File: src/rtl/lcd_timing_gen_if.sv
// Panel-side bundle of the LCD timing generator.
//   enable, mirror_x, mirror_y      : control from the consumer (lab/top)
//   pixel_en, de, hsync, vsync      : pixel strobe and panel sync signals
//   x, y                            : active-area coordinates
//   line_start, frame_start         : single-clk markers aligned with pixel_en
//   frame_count                     : completed-frame counter
// master = the timing generator, slave = the consumer of the timing.
interface lcd_timing_gen_if #(
    parameter int unsigned w_x     = 9,
    parameter int unsigned w_y     = 9,
    parameter int unsigned w_frame = 16
);
    logic               enable;
    logic               mirror_x;
    logic               mirror_y;
    logic               pixel_en;
    logic               de;
    logic               hsync;
    logic               vsync;
    logic [w_x-1:0]     x;
    logic [w_y-1:0]     y;
    logic               line_start;
    logic               frame_start;
    logic [w_frame-1:0] frame_count;

    modport master (
        input  enable, mirror_x, mirror_y,
        output pixel_en, de, hsync, vsync, x, y, line_start, frame_start, frame_count
    );

    modport slave (
        output enable, mirror_x, mirror_y,
        input  pixel_en, de, hsync, vsync, x, y, line_start, frame_start, frame_count
    );
endinterface

File: src/rtl/lcd_timing_gen.sv
// Parametrised LCD/RGB-panel timing generator.
// Divides clk by clk_div into pixel periods and walks an h_total x v_total raster,
// producing registered DE, HSYNC, VSYNC, coordinates, line/frame markers and a
// completed-frame counter. Mirroring requests are latched once per frame.
// Ports:
//   clk  : system clock
//   rst  : asynchronous active-high reset
//   bus  : lcd_timing_gen_if.master (enable/mirror in, timing outputs out)
module lcd_timing_gen #(
    parameter int unsigned clk_div  = 3,
    parameter int unsigned h_active = 480,
    parameter int unsigned h_front  = 8,
    parameter int unsigned h_sync   = 4,
    parameter int unsigned h_back   = 43,
    parameter int unsigned v_active = 272,
    parameter int unsigned v_front  = 8,
    parameter int unsigned v_sync   = 4,
    parameter int unsigned v_back   = 12,
    parameter bit          hs_pol   = 1'b0,
    parameter bit          vs_pol   = 1'b0,
    parameter int unsigned w_x      = $clog2(h_active),
    parameter int unsigned w_y      = $clog2(v_active),
    parameter int unsigned w_frame  = 16
) (
    input logic              clk,
    input logic              rst,
    lcd_timing_gen_if.master bus
);
    localparam int unsigned h_total = h_active + h_front + h_sync + h_back;
    localparam int unsigned v_total = v_active + v_front + v_sync + v_back;
    localparam int unsigned w_h     = $clog2(h_total);
    localparam int unsigned w_v     = $clog2(v_total);
    localparam int unsigned w_div   = (clk_div > 1) ? $clog2(clk_div) : 1;

    if (clk_div < 1 || h_sync < 1 || v_sync < 1 ||
        h_active > (32'd1 << w_x) || v_active > (32'd1 << w_y)) begin : g_param_check
        $error("lcd_timing_gen: illegal parameter set");
    end

    logic             running;
    logic [w_div-1:0] div;
    logic [w_h-1:0]   hcnt;
    logic [w_v-1:0]   vcnt;
    logic             mirror_x_l;
    logic             mirror_y_l;

    logic             pix_start;
    logic             frame_wrap;
    logic             frame_begin;
    logic [w_h-1:0]   h_nxt;
    logic [w_v-1:0]   v_nxt;
    logic             mx;
    logic             my;
    logic             de_nxt;
    logic             hs_act;
    logic             vs_act;
    logic [w_x-1:0]   x_nxt;
    logic [w_y-1:0]   y_nxt;

    // Raster position of the pixel that the next pixel boundary will present.
    // Leaving idle always presents (0,0) without counting a completed frame.
    always_comb begin
        pix_start  = !running || (div == w_div'(clk_div - 1));
        h_nxt      = '0;
        v_nxt      = '0;
        frame_wrap = 1'b0;
        if (running) begin
            if (hcnt == w_h'(h_total - 1)) begin
                if (vcnt == w_v'(v_total - 1)) begin
                    frame_wrap = 1'b1;
                end else begin
                    v_nxt = vcnt + w_v'(1);
                end
            end else begin
                h_nxt = hcnt + w_h'(1);
                v_nxt = vcnt;
            end
        end
        frame_begin = (h_nxt == '0) && (v_nxt == '0);
        // Mirror requests take effect on the frame's first pixel itself.
        mx     = frame_begin ? bus.mirror_x : mirror_x_l;
        my     = frame_begin ? bus.mirror_y : mirror_y_l;
        de_nxt = (32'(h_nxt) < h_active) && (32'(v_nxt) < v_active);
        hs_act = (32'(h_nxt) >= h_active + h_front) &&
                 (32'(h_nxt) <  h_active + h_front + h_sync);
        vs_act = (32'(v_nxt) >= v_active + v_front) &&
                 (32'(v_nxt) <  v_active + v_front + v_sync);
        x_nxt  = '0;
        y_nxt  = '0;
        if (de_nxt) begin
            x_nxt = mx ? w_x'(h_active - 1 - 32'(h_nxt)) : w_x'(h_nxt);
            y_nxt = my ? w_y'(v_active - 1 - 32'(v_nxt)) : w_y'(v_nxt);
        end
    end

    always_ff @(posedge clk or posedge rst) begin
        if (rst) begin
            running         <= 1'b0;
            div             <= '0;
            hcnt            <= '0;
            vcnt            <= '0;
            mirror_x_l      <= 1'b0;
            mirror_y_l      <= 1'b0;
            bus.pixel_en    <= 1'b0;
            bus.de          <= 1'b0;
            bus.hsync       <= ~hs_pol;
            bus.vsync       <= ~vs_pol;
            bus.x           <= '0;
            bus.y           <= '0;
            bus.line_start  <= 1'b0;
            bus.frame_start <= 1'b0;
            bus.frame_count <= '0;
        end else if (!bus.enable) begin
            // Idle and restart; the frame counter survives an enable drop.
            running         <= 1'b0;
            div             <= '0;
            hcnt            <= '0;
            vcnt            <= '0;
            mirror_x_l      <= 1'b0;
            mirror_y_l      <= 1'b0;
            bus.pixel_en    <= 1'b0;
            bus.de          <= 1'b0;
            bus.hsync       <= ~hs_pol;
            bus.vsync       <= ~vs_pol;
            bus.x           <= '0;
            bus.y           <= '0;
            bus.line_start  <= 1'b0;
            bus.frame_start <= 1'b0;
        end else begin
            running <= 1'b1;
            if (pix_start) begin
                div             <= '0;
                hcnt            <= h_nxt;
                vcnt            <= v_nxt;
                bus.pixel_en    <= 1'b1;
                bus.de          <= de_nxt;
                bus.hsync       <= hs_act ? hs_pol : ~hs_pol;
                bus.vsync       <= vs_act ? vs_pol : ~vs_pol;
                bus.x           <= x_nxt;
                bus.y           <= y_nxt;
                bus.line_start  <= (h_nxt == '0);
                bus.frame_start <= frame_begin;
                if (frame_begin) begin
                    mirror_x_l <= bus.mirror_x;
                    mirror_y_l <= bus.mirror_y;
                end
                if (frame_wrap) begin
                    bus.frame_count <= bus.frame_count + w_frame'(1);
                end
            end else begin
                // Pixel values hold; only the strobes drop.
                div             <= div + w_div'(1);
                bus.pixel_en    <= 1'b0;
                bus.line_start  <= 1'b0;
                bus.frame_start <= 1'b0;
            end
        end
    end
endmodule

File: src/flat_wrapper.sv
// flat-port wrapper written by rule: the top's interface ports become plain ports
module lcd_timing_gen_flat 
#(
    parameter int unsigned clk_div  = 3,
    parameter int unsigned h_active = 480,
    parameter int unsigned h_front  = 8,
    parameter int unsigned h_sync   = 4,
    parameter int unsigned h_back   = 43,
    parameter int unsigned v_active = 272,
    parameter int unsigned v_front  = 8,
    parameter int unsigned v_sync   = 4,
    parameter int unsigned v_back   = 12,
    parameter bit          hs_pol   = 1'b0,
    parameter bit          vs_pol   = 1'b0,
    parameter int unsigned w_x      = $clog2(h_active),
    parameter int unsigned w_y      = $clog2(v_active),
    parameter int unsigned w_frame  = 16
)
  (clk, rst, bus_enable, bus_mirror_x, bus_mirror_y, bus_pixel_en, bus_de, bus_hsync, bus_vsync, bus_x, bus_y, bus_line_start, bus_frame_start, bus_frame_count);
  lcd_timing_gen_if #(.w_x(w_x), .w_y(w_y), .w_frame(w_frame)) bus_i ();
  input logic clk;
  input logic rst;
  input wire logic [$bits(bus_i.enable)-1:0] bus_enable;
  input wire logic [$bits(bus_i.mirror_x)-1:0] bus_mirror_x;
  input wire logic [$bits(bus_i.mirror_y)-1:0] bus_mirror_y;
  output wire logic [$bits(bus_i.pixel_en)-1:0] bus_pixel_en;
  output wire logic [$bits(bus_i.de)-1:0] bus_de;
  output wire logic [$bits(bus_i.hsync)-1:0] bus_hsync;
  output wire logic [$bits(bus_i.vsync)-1:0] bus_vsync;
  output wire logic [$bits(bus_i.x)-1:0] bus_x;
  output wire logic [$bits(bus_i.y)-1:0] bus_y;
  output wire logic [$bits(bus_i.line_start)-1:0] bus_line_start;
  output wire logic [$bits(bus_i.frame_start)-1:0] bus_frame_start;
  output wire logic [$bits(bus_i.frame_count)-1:0] bus_frame_count;
  assign bus_i.enable = bus_enable;
  assign bus_i.mirror_x = bus_mirror_x;
  assign bus_i.mirror_y = bus_mirror_y;
  assign bus_pixel_en = bus_i.pixel_en;
  assign bus_de = bus_i.de;
  assign bus_hsync = bus_i.hsync;
  assign bus_vsync = bus_i.vsync;
  assign bus_x = bus_i.x;
  assign bus_y = bus_i.y;
  assign bus_line_start = bus_i.line_start;
  assign bus_frame_start = bus_i.frame_start;
  assign bus_frame_count = bus_i.frame_count;
  lcd_timing_gen #(.clk_div(clk_div), .h_active(h_active), .h_front(h_front), .h_sync(h_sync), .h_back(h_back), .v_active(v_active), .v_front(v_front), .v_sync(v_sync), .v_back(v_back), .hs_pol(hs_pol), .vs_pol(vs_pol), .w_x(w_x), .w_y(w_y), .w_frame(w_frame)) u_core (.clk(clk), .rst(rst), .bus(bus_i));
endmodule
File: config.mk
export PLATFORM = sky130hd
export DESIGN_NAME = lcd_timing_gen_flat
export DESIGN_NICKNAME = d
export VERILOG_FILES = /design/src/rtl/lcd_timing_gen_if.sv /design/src/rtl/lcd_timing_gen.sv /design/src/flat_wrapper.sv
export SDC_FILE = /design/constraint.sdc
export NUM_CORES = 1
export LEC_CHECK = 0
export ABC_AREA = 1
export BUFFER_PORTS_ARGS = -buffer_cell sky130_fd_sc_hd__buf_2
export CORE_ASPECT_RATIO = 0.9
export CORE_UTILIZATION = 40
export DETAILED_ROUTE_END_ITERATION = 10
export HOLD_SLACK_MARGIN = 0.05
export PLACE_DENSITY_LB_ADDON = 0.15
export SLEW_MARGIN = 30
export SYNTH_ARGS = -nofsm -noshare
export SYNTH_HDL_FRONTEND = slang
export SYNTH_SLANG_ARGS = --single-unit
File: constraint.sdc
create_clock -name clk -period 7.1 [get_ports clk]
set_input_delay 0.71 -clock clk [delete_from_list [all_inputs] [get_ports clk]]
set_output_delay 0.71 -clock clk [all_outputs]
set_load 0.005 [all_outputs]
Word-level counts from Yosys, hierarchy flattened
Cells that the tools add are included.

Register bits after elaboration: 64. Bits in latches: 0. Bits in writable memories: 0. ROM bits: 0. Memories: 0.

Add/sub/neg operators: 6. $mul: 0. Divide/modulo/power cells: 0. Magnitude comparators: 6. Equal/unequal tests: 4. Shift operators: 0. Multiplexer cells: 43. Bitwise gates (word level): 0. Reductions and logical operators: 9.

Operator list (count): 2-to-1 mux 9 bit (13); 2-to-1 mux 10 bit (4); 2-to-1 mux 1 bit (24); less-than comparator 10 x 9 -> 1 bit (second input constant) (2); less-than comparator 9 bit (second input constant) (2); subtractor 9 bit (first input constant) (2); adder 16 x 1 -> 16 bit (second input constant) (1); adder 10 x 1 -> 10 bit (second input constant) (1); equality test 10 bit (second input constant) (1); >= comparator 10 x 9 -> 1 bit (second input constant) (1); zero test 10 bit (1); adder 9 x 1 -> 9 bit (second input constant) (1); equality test 9 bit (second input constant) (1); >= comparator 9 bit (second input constant) (1); zero test 9 bit (1); logical AND 1 bit (4); 2-to-1 mux 2 bit (2); AND reduction 3 bit (1); adder 2 x 1 -> 2 bit (second input constant) (1); equality test 2 bit (second input constant) (1); != test 2 x 1 -> 1 bit (second input constant) (1); zero test 1 bit (1); logical OR 1 bit (1).

Logic depth before layout (Yosys ltp)
Depth in word-level cells: 11. Mapped depth: 19. Mapped depth without buffers: 19.

Worst setup path before layout
No wires, ideal clock.

Kind: register to register. Start: register u_core.hcnt[0]. End: register u_core.bus.y[5]. Setup time: 117 ps. Arrival: 2420 ps. Setup slack: 4563 ps. Cell stages (with the launch flop): 18. Path buffers: 0. Period minus slack after synthesis: 2537 ps. Path through: dfrtp_1 > inv_1 > ha_1 > nand2_1 > nor2_1 > nand3_2 > nor2_1 > xor2_1 > nor2_1 > inv_2 > ha_1 > inv_1 > nor2_2 > nand4_1 > nand2_2 > nand2_1 > nand3_1 > nand2_1.

Cells in the longest elaborated chain, start to end: 10.

RTL lines: start: declaration (line lcd_timing_gen.sv:42) `logic [w_h-1:0] hcnt;`; start signal: assignment (line lcd_timing_gen.sv:133) `hcnt <= h_nxt;`; parallel branches: the longest is 7 deep, another holds adder 10 x 1 -> 10 bit; 2-to-1 mux 9 bit (*) (line lcd_timing_gen.sv:90) `if (de_nxt) begin`; 2-to-1 mux 9 bit (*) (line lcd_timing_gen.sv:131) `if (pix_start) begin`; 2-to-1 mux 9 bit (*) (line lcd_timing_gen.sv:113) `end else if (!bus.enable) begin`; end signal: assignment (line lcd_timing_gen.sv:140) `bus.y <= y_nxt;`; end: declaration (line lcd_timing_gen_if.sv:28) `output pixel_en, de, hsync, vsync, x, y, line_start, frame_start, frame_count`.

Every way passes the cells marked *. The select of a mux whose other input is x is not followed. A chain may end at the register's enable or synchronous reset.

Worst setup path in the final report
Start: register u_core.hcnt[0]. End: register u_core.bus.y[7].

The elaborated chain is that of the path after synthesis.

==> metrics.md <==
| Metric | Value |
|---|---|
| RSZ-0062 raised after global routing | `false` |
| Io pins | `45` |
| Clock transition at the registers of the reported paths | `~0.070 ns` |
| DR vias | `3,520` |
| Die Footprint | `10,000 sq um` |
| Status | `finished clean` |
| Sequential fraction of the synthesis area | `41.6%` |
| CP max stage cell | `dfrtp_1` |
| Detailed Routing Iterations Pass 1 | `5` |
| Ys flop type | `dfrtp_1` |
| Synth Instances | `519` |
| Post-synthesis register bit count | `64` |
| Clk_skew | `~0.009 ns` |
| First-pass GRT wire length | `16,200 um` |
| Crit start category | `flop` |
| MaxCap Viol Count | `0` |
| Final Hold Fails | `0` |
| Period utilization | `between 40% and 50%` |
| H-tree depth | `3` |
| Cell Area, Synth | `between 3000 and 4000 sq um` |
| Post-CTS Setup Bufs | `0` |
| Final instance area | `4380 sq um` |
| Max clock buf depth | `2` |
| Setup_tns | `0 ns` |
| Hold_ws | `0.428 ns` |
| Routed length per instance | `13.9 um` |
| Top cell type's share of synthesized area | `40.2%` |
| Antenna viol nets, final | `0` |
| Max Fclk | `0.328 GHz` |
| Ant. Diodes | `0` |
| Ranking of synthesized cells by area | `dfrtp_1, nand2_1, nand3_1, inv_1, nor2_1` |
| Die width | `106 um` |
| Worst setup EP type | `flop` |
| Nets@finish | `~580` |
| Setup WS pre-CTS | `4.12 ns` |
| Mapped Avg Cell Area | `around 7.4 sq um` |
| Routability cong. | `0.928` |
| Arrival time worst endpoint | `3.29 ns` |
| Reg2reg path depth | `17` |
| Async SR Flop Fraction | `100%` |
| CP Buf/Inv Count | `3` |
| Total routed wirelength | `~9600 um` |
| Cell accounting for the most synthesized area | `dfrtp_1` |
| Worst vdd ir | `around 110 uV` |
| Post-DP HPWL | `7030 um` |
| # fillers | `about 940` |
| CP peak stage delay | `between 0.4 and 0.5 ns` |
| Post-Syn Nets | `532` |
| Critical-path cell list | `inv_1 > ha_1 > nand2_1 > nor2_1 > nand3_2 > nor2_1 > xor2_1 > nor2_1 > inv_2 > ha_1 > inv_1 > nor2_2 > nand4_1 > nand2_2 > nand2_1 > nand3_1 > nand2_1` |
| Port bufs | `44` |
| Grt ovf | `0` |
| Post-CTS Resized | `0` |
| Share of cells above drive strength 1 | `18.6%` |
| Slew Limit Fails | `0` |
| Final setup violation count | `0` |
| PwrDens | `180 nW/um^2` |
| Min Clock Period, post-route | `around 3.1 ns` |
| Post-Route Utilization | `a little under half` |
| Die height | `95.2 um` |
| Unique masters post-synth | `35` |
| Clock Latency Late Sink | `0.35 ns` |
| Final WS setup | `4.05 ns` |
| Area grow syn2layout | `13.6%` |
| Crit path max-delay family | `simple AND/OR/NAND/NOR gates` |
| Reg-to-reg endpoint | `u_core.bus.y[7]` |
| Starting density of the core | `41.7%` |
| Iteration-0 DRC Markers | `151` |
| Cell Area, Placed | `4180 sq um` |
| Cell row count | `33` |
| CTS hold repair buffers | `0` |
| Maximum number of pins on one net before global-route repair | `between 60 and 70` |
| TritonCTS Buffers | `9` |
| CTS sink cnt | `between 60 and 70` |
| Vias per inst | `5.09` |
| Leakage | `2.45 nW` |
| YS warnings | `0` |
| CP Class | `flop to flop` |
| Hold-critical path depth | `1` |
| Worst-Margin Slew | `roughly 0.95 ns` |
| EDFF count, synth | `0` |
| CTS tree | `built` |
| Origin of the worst min-delay path | `u_core.div[0]` |
| Top cells by count, synth | `nand2_1, inv_1, dfrtp_1, nand3_1, nor2_1` |
| Critical Path Fanout Max | `7` |
| DRC errors left | `0` |
| HP Class | `flop to flop` |
| Top-count cell post-synth | `nand2_1` |
| Core ar. | `9250 sq um` |
| Clk root buf | `clkbuf_8` |
| Total global-route track usage | `20.7%` |
| Initial antenna violation count | `0` |
| Slew HR | `36.8%` |
| Worst EP required | `7.34 ns` |
| Number of global-route vias before repair | `~3,400` |
| Reg-to-reg startpoint | `u_core.hcnt[0]` |
| Reg2Reg Setup Slack | `4.05 ns` |
| Hold Path End | `u_core.div[0]` |
## state kept, by name, summed over array words and instances (netlist names), 2 cells and up
name,flops
u_core.bus.frame_count,16
u_core.bus.x,9
u_core.bus.y,9
u_core.div,2
u_core.hcnt,10
u_core.vcnt,9
## metal layers
layer	vias to the layer above	track usage (%)	share of wire [%]
met5	-	0	0
met4	0	7.99	2.3
met3	20	4.03	4.7
met2	98	35.6	46
met1	1653	25.9	47
li1	1749	-	-
## worst max-delay path by stage
stage / from / endpoint / slack, ns / cells after the start
floorplan: u_core.hcnt[0] / u_core.bus.y[5] / 4.56 / 17
CTS: u_core.hcnt[0] / u_core.bus.y[7] / 4.09 / 17
detailed placement: u_core.hcnt[0] / u_core.bus.y[7] / 4.12 / 17
global placement: u_core.hcnt[0] / u_core.bus.y[5] / 4.17 / 17
global route: u_core.hcnt[0] / u_core.bus.y[7] / 3.76 / 17
finish: u_core.hcnt[0] / u_core.bus.y[7] / 4.05 / 17
## cells in the final DEF, fill, tap and decap left out, drive strengths merged, types with 2 or more instances in the layout
cell type / count
xnor2: 6
a31oi: 2
nand4: 19
clkinvlp: 2
o21ai: 16
ha: 8
xor2: 10
clkbuf: 11
clkinv: 3
buf: 46
nor2: 44
nand3: 63
nand2: 174
dfstp: 2
nor4: 2
a21oi: 2
nor3: 7
dfrtp: 62
inv: 74
o22ai: 10
## cell families after synthesis
family                   count (synthesis)  share of synthesized area (%)
AO/OA/AOI/OAI                           33                           5.00
XOR/XNOR                                16                           3.63
adder cells (fa/ha/maj)                  8                           2.59
buffers and inverters                   87                           9.15
flip-flops                              64                           41.6
multiplexers                             1                          0.292
AND/OR/NAND/NOR                        310                           37.8
## worst register-to-register path, stage by stage, from the launching register on
cell     delay, ns
dfrtp_1       0.43
inv_1         0.12
ha_1          0.18
nand2_1       0.06
nor2_1        0.18
nand3_2       0.22
nor2_1        0.18
xor2_1        0.15
nor2_1        0.10
inv_2         0.13
ha_1          0.18
inv_1         0.08
nor2_2        0.30
nand4_1       0.21
nand2_2       0.18
nand2_1       0.07
nand3_1       0.11
nand2_1       0.06
## layout make-up
type | instances | area, sq um | area share (%)
multi-input combinational | 368 | 1900 | 43.4
inverter | 75 | 283 | 6.45
timing repair buffer | 46 | 235 | 5.37
tap | 122 | 153 | 3.48
clock inverter | 5 | 55.1 | 1.26
clock buffer | 11 | 151 | 3.46
sequential | 64 | 1600 | 36.6
## stage by stage
stage,instances,total power [W]
after floorplan,519,0.000442
after detailed placement,675,0.000468
final,691,0.000787
after global routing,691,0.000820
after global placement,675,0.000466
after CTS,691,0.000799
## report_power, final
part | switching [W] | internal [W]
combinational | 0.0000513 | 0.0000232
sequential | 0.00000824 | 0.000376
clock | 0.000148 | 0.000180
No activity file was read; power rests on OpenSTA's default activity.
